## src/rtl/clk_div_pkg.sv

```systemverilog
// Shared constants and helpers for the programmable clock divider.
package clk_div_pkg;

    localparam int CLKDIV_MIN_DIV = 2;

    // Number of clk_out high cycles in a period of n (the odd extra cycle goes high).
    function automatic int hi_cycles(input int n);
        return n - (n >> 1);
    endfunction

    // Divisors below the minimum would collapse clk_out, so they are raised to it.
    function automatic int clamp_div(input int v);
        if (v < CLKDIV_MIN_DIV) begin
            return CLKDIV_MIN_DIV;
        end else begin
            return v;
        end
    endfunction

endpackage

```

## src/rtl/clk_div_load_ctrl.sv

```systemverilog
// Divisor load control: shadow register, pending flag and adoption acknowledge.
module clk_div_load_ctrl
    import clk_div_pkg::*;
#(
    parameter int WIDTH = 8
) (
    input  logic             clk,
    input  logic             rst_n,
    input  logic             en,
    input  logic [WIDTH-1:0] div_val,
    input  logic             div_load,
    input  logic             adopt_win,
    output logic             adopt,
    output logic [WIDTH-1:0] new_div,
    output logic             div_ack
);

    logic [WIDTH-1:0] shadow_r;
    logic             pending_r;
    logic [WIDTH-1:0] src_s;

    // Adoption decision; a load arriving on the adoption edge bypasses the shadow.
    always_comb begin
        src_s   = shadow_r;
        adopt   = 1'b0;
        if (div_load) begin
            src_s = div_val;
        end else begin
            src_s = shadow_r;
        end
        if (en) begin
            adopt = adopt_win & (pending_r | div_load);
        end else begin
            adopt = pending_r;
        end
        new_div = WIDTH'(clamp_div(int'(src_s)));
    end

    // Shadow capture, pending bookkeeping and the one-cycle ack.
    always_ff @(posedge clk or negedge rst_n) begin
        if (!rst_n) begin
            shadow_r  <= '0;
            pending_r <= 1'b0;
            div_ack   <= 1'b0;
        end else begin
            div_ack <= adopt;
            if (adopt) begin
                pending_r <= 1'b0;
            end else if (div_load) begin
                pending_r <= 1'b1;
            end
            if (div_load) begin
                shadow_r <= div_val;
            end
        end
    end

endmodule

```

## src/rtl/clk_div_prog.sv

```systemverilog
// Programmable integer clock divider with tick strobe.
// Optional external phase sync (sync_in) is built when CLKDIV_SYNC_EN is defined.
module clk_div_prog
    import clk_div_pkg::*;
#(
    parameter int WIDTH       = 8,
    parameter int DEFAULT_DIV = 2
) (
    input  logic             clk,
    input  logic             rst_n,
    input  logic             en,
    input  logic [WIDTH-1:0] div_val,
    input  logic             div_load,
`ifdef CLKDIV_SYNC_EN
    input  logic             sync_in,
`endif
    output logic             div_ack,
    output logic [WIDTH-1:0] cur_div,
    output logic             clk_out,
    output logic             tick
);

    logic [WIDTH-1:0] cnt_r;
    logic [WIDTH-1:0] cnt_nxt_s;
    logic [WIDTH-1:0] eff_div_s;
    logic [WIDTH-1:0] new_div_s;
    logic             wrap_s;
    logic             sync_edge_s;
    logic             adopt_win_s;
    logic             adopt_s;

`ifdef CLKDIV_SYNC_EN
    logic [2:0] sync_r;

    // Two-flop synchroniser plus one history stage for rising-edge detection.
    always_ff @(posedge clk or negedge rst_n) begin
        if (!rst_n) begin
            sync_r <= 3'b000;
        end else begin
            sync_r <= {sync_r[1:0], sync_in};
        end
    end

    assign sync_edge_s = sync_r[1] & ~sync_r[2];
`else
    assign sync_edge_s = 1'b0;
`endif

    clk_div_load_ctrl #(
        .WIDTH (WIDTH)
    ) u_load_ctrl (
        .clk       (clk),
        .rst_n     (rst_n),
        .en        (en),
        .div_val   (div_val),
        .div_load  (div_load),
        .adopt_win (adopt_win_s),
        .adopt     (adopt_s),
        .new_div   (new_div_s),
        .div_ack   (div_ack)
    );

    // Next count: a wrap or a sync edge both restart the period at zero.
    always_comb begin
        wrap_s      = (cnt_r == (cur_div - WIDTH'(1)));
        adopt_win_s = wrap_s | sync_edge_s;
        if (adopt_s) begin
            eff_div_s = new_div_s;
        end else begin
            eff_div_s = cur_div;
        end
        if (adopt_win_s) begin
            cnt_nxt_s = '0;
        end else begin
            cnt_nxt_s = cnt_r + WIDTH'(1);
        end
    end

    // Counter, divisor and output registers; frozen (except adoption) while en is low.
    always_ff @(posedge clk or negedge rst_n) begin
        if (!rst_n) begin
            cnt_r   <= WIDTH'(DEFAULT_DIV - 1);
            cur_div <= WIDTH'(DEFAULT_DIV);
            clk_out <= 1'b0;
            tick    <= 1'b0;
        end else if (en) begin
            cnt_r   <= cnt_nxt_s;
            clk_out <= (int'(cnt_nxt_s) < hi_cycles(int'(eff_div_s)));
            tick    <= (cnt_nxt_s == '0);
            if (adopt_s) begin
                cur_div <= new_div_s;
            end
        end else begin
            tick <= 1'b0;
            // Parked on the last count so the first enabled edge opens a fresh period.
            if (adopt_s) begin
                cur_div <= new_div_s;
                cnt_r   <= new_div_s - WIDTH'(1);
            end
        end
    end

endmodule

```

## config.mk

```make
export PLATFORM = sky130hd
export DESIGN_NAME = clk_div_prog
export DESIGN_NICKNAME = d
export VERILOG_FILES = /design/src/rtl/clk_div_pkg.sv /design/src/rtl/clk_div_load_ctrl.sv /design/src/rtl/clk_div_prog.sv
export SDC_FILE = /design/constraint.sdc
export NUM_CORES = 1
export LEC_CHECK = 0
export BUFFER_PORTS_ARGS = -buffer_cell sky130_fd_sc_hd__buf_2
export CORE_UTILIZATION = 60
export CTS_CLUSTER_SIZE = 25
export DETAILED_ROUTE_END_ITERATION = 10
export GPL_TIMING_DRIVEN = 0
export PLACE_DENSITY_LB_ADDON = 0.05
export SLEW_MARGIN = 10
export SYNTH_ARGS = -nofsm -noshare
export SYNTH_HDL_FRONTEND = slang
export SYNTH_SLANG_ARGS = --single-unit
```

## constraint.sdc

```tcl
create_clock -name clk -period 10.9 [get_ports clk]
set_clock_uncertainty 0.1 [all_clocks]
set_input_delay 1.09 -clock clk [delete_from_list [all_inputs] [get_ports clk]]
set_output_delay 1.09 -clock clk [all_outputs]
set_load 0.02 [all_outputs]
```

# Word level (Yosys, flattened, before mapping)
# Cells that the tools add are included.
[totals] input_bits=12 ff_bits=28 wordCells=29
[op_classes] n_eq_ne=1 order_cmp=2 reduce_logical=3 add_sub_neg=4 n_mux=10 bitwise_logic=2
[op_table] op="two-way mux 8 bit" n=6
[op_table] op="subtractor 8 x 1 -> 8 bit, second input constant" n=2
[op_table] op="< comparator 9 bit" n=1
[op_table] op="subtractor 8 x 7 -> 9 bit" n=1
[op_table] op="adder 8 x 1 -> 8 bit, second input constant" n=1
[op_table] op="equality test 8 bit" n=1
[op_table] op="logical NOT 8 bit" n=1
[op_table] op="< comparator 8 x 2 -> 1 bit, second input constant" n=1
[op_table] op="two-way mux 1 bit" n=4
[op_table] op="nonzero test 2 bit" n=2
[op_table] op="bitwise AND 1 bit" n=1
[op_table] op="OR 1 bit" n=1

# Logic depth before layout (Yosys ltp)
# Gate-level depths: netlist of run 1.
[logic_depth] depth_word=7 depth_mapped=24 depth_no_buf=23

# By module
# Synthesis of run 1 repeated with hierarchy kept, for this count alone.
[unflattened] hier_cells=250 area_unflattened_um2=2318.5
[by_module_without_submodules] mod="clk_div_prog" cells_each=210 area_per_inst_um2=1821.7 n_inst=1
[by_module_without_submodules] mod="clk_div_load_ctrl" cells_each=40 area_per_inst_um2=496.7 n_inst=1

# Least setup slack after synthesis of run 1
# Ideal clock, no wire load.
[synth_timing] path_type="input to register" startpoint="input port div_load" endpoint="register clk_out" required_ns=10.704 t_arrival_ns=4.886 setup_ns=0.096 setup_slack_ns=5.818 n_path_buf=2 stages=18 path_cell_list="buf_2 > buf_2 > mux2i_1 > nand4_1 > nor3_1 > nor2_1 > a21oi_1 > ha_1 > inv_1 > fa_1 > a221o_1 > mux2_1 > xnor2_1 > ha_1 > o21a_1 > o2111ai_1 > a211oi_1 > a311oi_2"
[synth_between] elab_chain_len=6 elab_cells_between_ends=9
[synth_rtl] item="from (decl)" line_no="clk_div_prog.sv:13" source="input logic div_load,"
[synth_rtl] item="two-way mux 8 bit / OR 1 bit (equally long branches)"
[synth_rtl] item="< comparator 8 x 2 -> 1 bit / bitwise AND 1 bit (equally long branches)" line_no="clk_div_pkg.sv:13, clk_div_load_ctrl.sv:32"
[synth_rtl] item="two-way mux 8 bit / two-way mux 1 bit (equally long branches)" line_no="clk_div_pkg.sv:13, clk_div_load_ctrl.sv:31"
[synth_rtl] item="two-way mux 8 bit (*)"
[synth_rtl] item="net eff_div_s[1]" line_no="clk_div_prog.sv:25" source="logic [WIDTH-1:0] eff_div_s;"
[synth_rtl] item="subtractor 8 x 7 -> 9 bit (*)" line_no="clk_div_pkg.sv:8" source="return n - (n >> 1);"
[synth_rtl] item="< comparator 9 bit (*)" line_no="clk_div_prog.sv:88" source="clk_out <= (int'(cnt_nxt_s) < hi_cycles(int'(eff_div_s)));"
[synth_rtl] item="to (signal assigned)" line_no="clk_div_prog.sv:88"
[synth_rtl] item="to (decl)" line_no="clk_div_prog.sv:19" source="output logic clk_out,"
# The timed path passes the listed nets; every way through them passes the cells marked *.
# A chain may end at the register's enable or synchronous reset.

# Worst setup path in the final report of run 1
# Same ends and word-level chain as after synthesis.

==> summary.md, run 1 <==
| Metric | Value |
|---|---|
| PwrDens | `222.8 mW/mm^2` |
| Slew @ Worst Pin | `0.6805 ns` |
| GR Util All Layers | `30.35%` |
| Critical Path Fanout Max | `10` |
| Seq/Total Area, Yosys | `between 20% and 30%` |
| Post-synth cell types | `62` |
| Detailed Place HPWL | `4.901 mm` |
| RSZ-0062 raised after global routing | `no` |
| Die W | `68.05 um` |
| # resized after CTS | `0` |
| CP Launch Point | `div_load` |
| H-tree lvl count | `1` |
| Post-synth EDFFs | `0` |
| Root Buffer | `clkbuf_8` |
| ANT nets after route | `0` |
| Area contributors post-synth | `dfrtp_1 25%, ha_1 8.1%, xnor2_1 7.4%` |
| Crit. End Element | `flip-flop` |
| FFs w/ async S/R, synth | `100.0%` |
| Hold Path End | `u_load_ctrl.shadow_r[0]` |
| Starting Density | `between 60% and 70%` |
| Syn Inst Count | `slightly below 300` |
| FMAX | `0.1701 GHz` |
| Synth Warn # | `0` |
| Final period utilization | `53.93%` |
| Critical Path AT | `5.93 ns` |
| CTS Buf Count | `3` |
| CTS tree | `built` |
| Via density | `6.131` |
| Main combinational cell family by area after synthesis | `compound AO/OA/AOI/OAI gates` |
| Max capacitance violation total | `0` |
| Hold_buf cts | `0` |
| Slowest CP cell | `mux2i_1` |
| Post-synthesis simple-gate area fraction | `17.97%` |
| Hold Path Class | `flip-flop to flip-flop` |
| Finish-stage setup viols | `0` |
| Die Span Y | `68.05 um` |
| Largest buffer count on any clock path | `2` |
| Critical path type | `primary input to flip-flop` |
| Register bit total from synthesis | `28` |
| Post-synthesis mux area share | `under 10%` |
| Overall power | `0.0006364 W` |
| Buf/Inv on CP | `2` |
| Slew Viols, Final | `0` |
| Worst r2r path cells | `22` |
| Setup crit start kind | `primary input` |
| Via count | `2287` |
| Drt first pass iters | `4` |
| Layout cell share with drive strength beyond 1 | `17.96%` |
| FF-to-FF Start | `cur_div[0]` |
| Worst path cell trace | `buf_2, buf_2, mux2i_1, nand4_1, nor3_1, nor2_1, a21oi_1, ha_1, nor2b_1, nor2_1, a21oi_1, nor4_1, o21ai_0, a221oi_1, xor2_1, ha_1, o2111ai_1, a211oi_1, a311oi_2` |
| Max stage delay on crit path | `0.54 ns` |
| Synth-to-Final Area Change | `9.130%` |
| Clk_lat worst skew | `around 0.28 ns` |
| Commonest cells after routing, fill and taps aside | `29 x buf_2, 26 x dfrtp_1, 24 x nor2_1, 22 x xnor2_1, 19 x inv_1` |
| First-pass GRT wire length | `between 10 and 15 mm` |
| Worst vdd ir | `0.1474 mV` |
| Number of diodes | `0` |
| P_leak | `roughly 1.3 nW` |
| Clk sinks | `28` |
| R2R Path End | `clk_out` |
| Avg WL per Cell | `16.97 um` |
| Post-Synth Adder-Cell Area | `9.656%` |
| Core Area | `0.004086 sq mm` |
| Mapped Nets | `328` |
| I/O pins | `23` |
| CP top delay family | `compound AO/OA/AOI/OAI gates` |
| NumNets Final | `approximately 350` |
| Routed WL | `between 6 and 7 mm` |
| Grt total ovfl | `0` |
| Slew margin rel. | `53.33%` |
| FP Rows | `23` |
| Xor and xnor area share after synthesis | `9.990%` |
| Synthesized area per cell | `8.784 sq um` |
| Initial antenna violation count | `0` |
| Most common cell after layout, fill and taps aside | `buf_2` |
| Hold path start | `u_load_ctrl.shadow_r[0]` |
| Setup Fix Bufs, Post-CTS | `0` |
| Final hold violations | `0` |
| Area of the die | `0.004631 sq mm` |
| Vias in the first global route | `2170` |
| Post-Syn Area | `0.002618 sq mm` |
| Share of the synthesized area in the top cell type | `about a quarter` |
| Largest net degree at the start of global routing | `29` |
| Post-synth top flop | `dfrtp_1` |
| Status | `finished, final reports clean` |
| Clk pin slew, worst setup/hold paths | `0.11 ns` |
| Compound-Gate Fraction of Synth Area | `21.32%` |
| R2R Setup Slk | `5.02 ns` |
| RD Place Congestion | `0.9539` |
| Synth area leader | `dfrtp_1` |
| Hold path cells | `1` |
| Port buffer count | `21` |
| Minimum clock period | `~6 ns` |
| DRC viols | `0` |
| Setup tns final | `0 ns` |
| CP required | `10.95 ns` |
| DRT iter0 DRCs | `184` |
## state kept, by name, indices dropped and copies added (netlist names)
signal                 flops
u_load_ctrl.div_ack        1
clk_out                    1
cur_div                    8
cnt_r                      8
u_load_ctrl.shadow_r       8
u_load_ctrl.pending_r      1
tick                       1
## how the worst max path moves through the flow
stage          depth (start not counted)  slack, ns       to
2_1_floorplan                         18       5.82  clk_out
3_3_place_gp                          19       4.95  clk_out
3_5_place_dp                          19       4.96  clk_out
4_1_cts                               22       5.18  clk_out
5_1_grt                               19       4.64  clk_out
6_report                              19       5.02  clk_out
## cells by family after synthesis
logic type / Yosys count
muxes: 17
and+or+nand+nor: 91
adders and majority gates: 20
DFF: 28
xor gates and xnor gates: 29
buffers and inverters: 41
AOI/OAI and AO/OA: 72
## metal layers
layer	global-route usage, %	vias up	routed length, um
li1	-	1119	-
met1	38.65	1086	2884
met2	51.59	65	2969
met3	4.333	17	294
met4	11.46	0	179
met5	0	-	0
## through the flow
stage | worst slack, ns | util (%) | hold slack, ns | area [sq um] | instances
floorplan | 5.818 | - | 0.3797 | 2618 | 298
finish | 5.022 | 69.90 | 0.4335 | 2856 | 373
global placement | 4.949 | 68.16 | 0.4000 | 2785 | 369
CTS | 5.183 | 69.90 | 0.4376 | 2856 | 373
detailed placement | 4.963 | 68.16 | 0.4004 | 2785 | 369
global route | 4.637 | 69.90 | 0.4597 | 2856 | 373
## power breakdown
part	switching [W]	total, W	internal, W	leakage, nW
clock	0.0000353	0.0000846	0.0000493	0.0357
combinational	0.000235	0.000404	0.000168	0.924
sequential	0.0000197	0.000148	0.000128	0.331
total	0.000291	0.000636	0.000346	1.29
## cell usage after synthesis (all sizes together), types with 3 or more instances
library cell,instances
o22ai,3
a31oi,6
or3,3
inv,19
mux2,5
dfrtp,26
nor2,24
or2,3
o21ai,14
a21o,9
and3,4
xor2,7
nand2,14
a21oi,15
nor4,3
buf,12
xnor2,22
a211oi,4
clkbuf,9
ha,17
nor3,13
nand2b,3
nand3,10
mux2i,12
nor2b,5
## cell type report
cell class,instances,area (sq um)
multi-input cells,229,1732
clock buffers,3,41.29
repair buffers,21,105.1
well taps,50,62.56
inverters,20,75.07
plain buffers,21,107.6
flip-flops and latches,28,703.2
fillers,341,1230
clock inverters,1,30.03
Power figures use the tool's default switching activity.
==> run 2: changes to the inputs <==
Clock period 10.9 ns to 5.95 ns, I/O delays scaled along.
==> run 2 against run 1 <==
Compared with the run above: critical path depth grew 3; register-to-register slack got worse by 4.6 ns; flip-flop and latch count unchanged; via count increased by 0.70%; global-route usage stayed put; die area did not move; sequential share of layout area fell by 0.29 points; non-clock buffer count increased by 4; design area is 1.2% higher; final cell count grew 1.1%; combinational power is 85% higher; sequential power rose by 83%; critical path type is now flip-flop to flip-flop; largest power group unchanged.
==> summary.md, run 2 (synthesis results as in run 1) <==
| Metric | Value |
|---|---|
| Avg WL per Cell | `16.93 um (-0.22%)` |
| Fin cells | `377 (+1.1%)` |
| Critical path type | `flip-flop to flip-flop` |
| Port buffer count | `21 (unchanged)` |
| I/O pins | `23 (unchanged)` |
| Largest registers | `cnt_r x8, cur_div x8, u_load_ctrl.shadow_r x8` |
| Root Buffer | `clkbuf_8` |
| Initial antenna violation count | `0 (unchanged)` |
| Number of diodes | `0 (unchanged)` |
| Setup tns final | `0 ns (unchanged)` |
| Setup crit start kind | `flip-flop` |
| First-pass GRT wire length | `10.04 mm (unchanged)` |
| P_leak | `1.311 nW (+1.6%)` |
| Largest buffer count on any clock path | `2 (unchanged)` |
| Overall power | `0.001173 W (+84%)` |
| Cell count after placement | `369 (unchanged)` |
| RD Place Congestion | `0.9539 (unchanged)` |
| FMAX | `0.1810 GHz` |
| Vias in the first global route | `2170 (unchanged)` |
| Grt total ovfl | `0 (unchanged)` |
| R2R Setup Slk | `0.43 ns (-4.60 ns)` |
| Detailed Place HPWL | `4.901 mm (unchanged)` |
| Critical Path AT | `5.58 ns (-0.35 ns)` |
| Area of the die | `0.004631 sq mm (unchanged)` |
| Commonest cells after routing, fill and taps aside | `29 x buf_2, 26 x dfrtp_1, 24 x nor2_1, 22 x xnor2_1, 19 x inv_1` |
| Slew @ Worst Pin | `0.6935 ns (+0.01296 ns)` |
| Starting Density | `64.05% (unchanged)` |
| Clk pin slew, worst setup/hold paths | `0.11 ns (about the same)` |
| Filler Cell Count | `338 (-0.88%)` |
| H-tree lvl count | `1 (unchanged)` |
| ANT nets after route | `0 (unchanged)` |
| Switching pwr | `0.0005355 W (+84%)` |
| Status | `finished, final reports clean` |
| Core Area | `0.004086 sq mm (unchanged)` |
| Critical Path Fanout Max | `10 (unchanged)` |
| CP top delay family | `compound AO/OA/AOI/OAI gates` |
| Final hold violations | `0 (unchanged)` |
| Crit. End Element | `flip-flop` |
| Logic gate share of total power | `63.6% (about the same)` |
| Int Pwr | `0.0006379 W (+84%)` |
| Via count | `2303 (+0.70%)` |
| CP dominant cell by count | `ha_1` |
| Via density | `6.109 (-0.37%)` |
| Slowest CP cell | `a2111oi_4` |
| Drt first pass iters | `4 (unchanged)` |
| Worst vdd ir | `0.2696 mV (+83%)` |
| Seq. cell area | `703.2 sq um (unchanged)` |
| CP required | `6.01 ns (-4.94 ns)` |
| GR Util All Layers | `30.35% (unchanged)` |
| Placed standard-cell area | `0.002785 sq mm (unchanged)` |
| Routed WL | `6.382 mm (+0.85%)` |
| Minimum clock period | `5.525 ns` |
| RSZ-0062 raised after global routing | `no` |
| CTS Buf Count | `3 (unchanged)` |
| CTS tree | `built` |
| Synth-to-Final Area Change | `10.42%` |
| DRC viols | `0 (unchanged)` |
| Worst path cell trace | `inv_1, ha_1, nor2b_1, nand3_1, a2111oi_4, o211ai_4, a21oi_4, buf_4, nor2_1, a21o_1, ha_1, nor2b_1, nor2_1, a21oi_1, nor4_1, o21ai_0, a221oi_1, xor2_1, ha_1, o2111ai_1, a211oi_1, a311oi_2` |
| Clock Power Share | `13.3% (about the same)` |
| Layout cell share with drive strength beyond 1 | `19.27% (+1.3 points)` |
| Final period utilization | `92.85%` |
| Finish-stage setup viols | `0 (unchanged)` |
| Clk sinks | `28 (unchanged)` |
| Clk_lat worst skew | `0.29 ns (about the same)` |
| Max capacitance violation total | `0 (unchanged)` |
| Buf/Inv on CP | `2 (unchanged)` |
| Switching part of the total | `45.64% (about the same)` |
| NumNets Final | `358 (+1.1%)` |
| Post-route cell area | `0.002890 sq mm (+1.2%)` |
| Max stage delay on crit path | `0.48 ns (-0.06 ns)` |
| Most common cell after layout, fill and taps aside | `buf_2` |
| Largest net degree at the start of global routing | `29 (unchanged)` |
| Die W | `68.05 um (unchanged)` |
| Slew margin rel. | `52.44% (-0.89 points)` |
| Critical Path Stages | `22 (+3)` |
| PwrDens | `406.0 mW/mm^2 (+82%)` |
| Slew Viols, Final | `0 (unchanged)` |
| Seq pwr share | `23.1% (-0.2 points)` |
| Worst r2r path cells | `22 (unchanged)` |
| FP Rows | `23 (unchanged)` |
| Die Span Y | `68.05 um (unchanged)` |
| DRT iter0 DRCs | `180 (-2.2%)` |
| Multi-input logic area | `0.001735 sq mm (+0.22%)` |
| Hold Path Class | `primary input to async pin` |
[run 2: cell count changes in the layout (fill, tap and decap cells not counted)]
| cell | delta |
|---|---|
| a21oi_1 | -1 |
| a21oi_2 | +1 |
| buf_4 | +4 |
[run 2: layout make-up]
| class | count | share of cell area [%] |
|---|---|---|
| plain buffers | 21 | 3.723 |
| repair buffers | 25 | 4.675 |
| clock inverters | 1 | 1.039 |
| well taps | 50 | 2.165 |
| clock buffers | 3 | 1.429 |
| multi-input cells | 229 | 60.04 |
| flip-flops and latches | 28 | 24.33 |
| inverters | 20 | 2.597 |
[run 2: power by group through the flow]
stage          combinational [W]  sequential (W)  clock, W
5_1_grt                 0.000815        0.000276  0.000165
3_3_place_gp            0.000712        0.000272         0
4_1_cts                 0.000735        0.000270  0.000158
3_5_place_dp            0.000725        0.000274         0
2_1_floorplan           0.000551        0.000289         0
6_report                0.000746        0.000271  0.000157
[run 2: through the flow]
| step | worst slack, ns | util, % | hold WS, ns |
|---|---|---|---|
| 2_1_floorplan | 0.9250 | - | 0.1994 |
| 4_1_cts | 0.2329 | 69.90 | 0.2447 |
| 5_1_grt | 0.1308 | 70.73 | 0.2635 |
| 3_5_place_dp | 0.3350 | 68.16 | 0.4004 |
| 6_report | 0.4253 | 70.73 | 0.2138 |
| 3_3_place_gp | 0.3432 | 68.16 | 0.4000 |
[run 2: path summary, 6_finish.rpt]
check                                         from                       to
setup reg to reg                        cur_div[0]                  clk_out
hold / removal                               rst_n  u_load_ctrl.shadow_r[2]
hold reg to reg            u_load_ctrl.shadow_r[0]  u_load_ctrl.shadow_r[0]
max in group asynchronous                    rst_n                  clk_out
min in group clk           u_load_ctrl.shadow_r[0]  u_load_ctrl.shadow_r[0]
setup / recovery                        cur_div[0]                  clk_out
[run 2: repair_timing]
| action | in CTS | in global routing |
|---|---|---|
| hold endpoints to repair | 0 | 0 |
| setup buffers | 0 | 4 |
| resized for setup | 0 | 1 |
| setup endpoints to repair | 0 | 1 |
| hold buffers | 0 | 0 |
[run 2: metal layers]
metal	wire length, um	track usage [%]	vias to the layer above
met5	0	0	-
li1	-	-	1120
met3	343	4.333	18
met1	2881	38.65	1084
met2	2996	51.59	81
met4	161	11.46	0
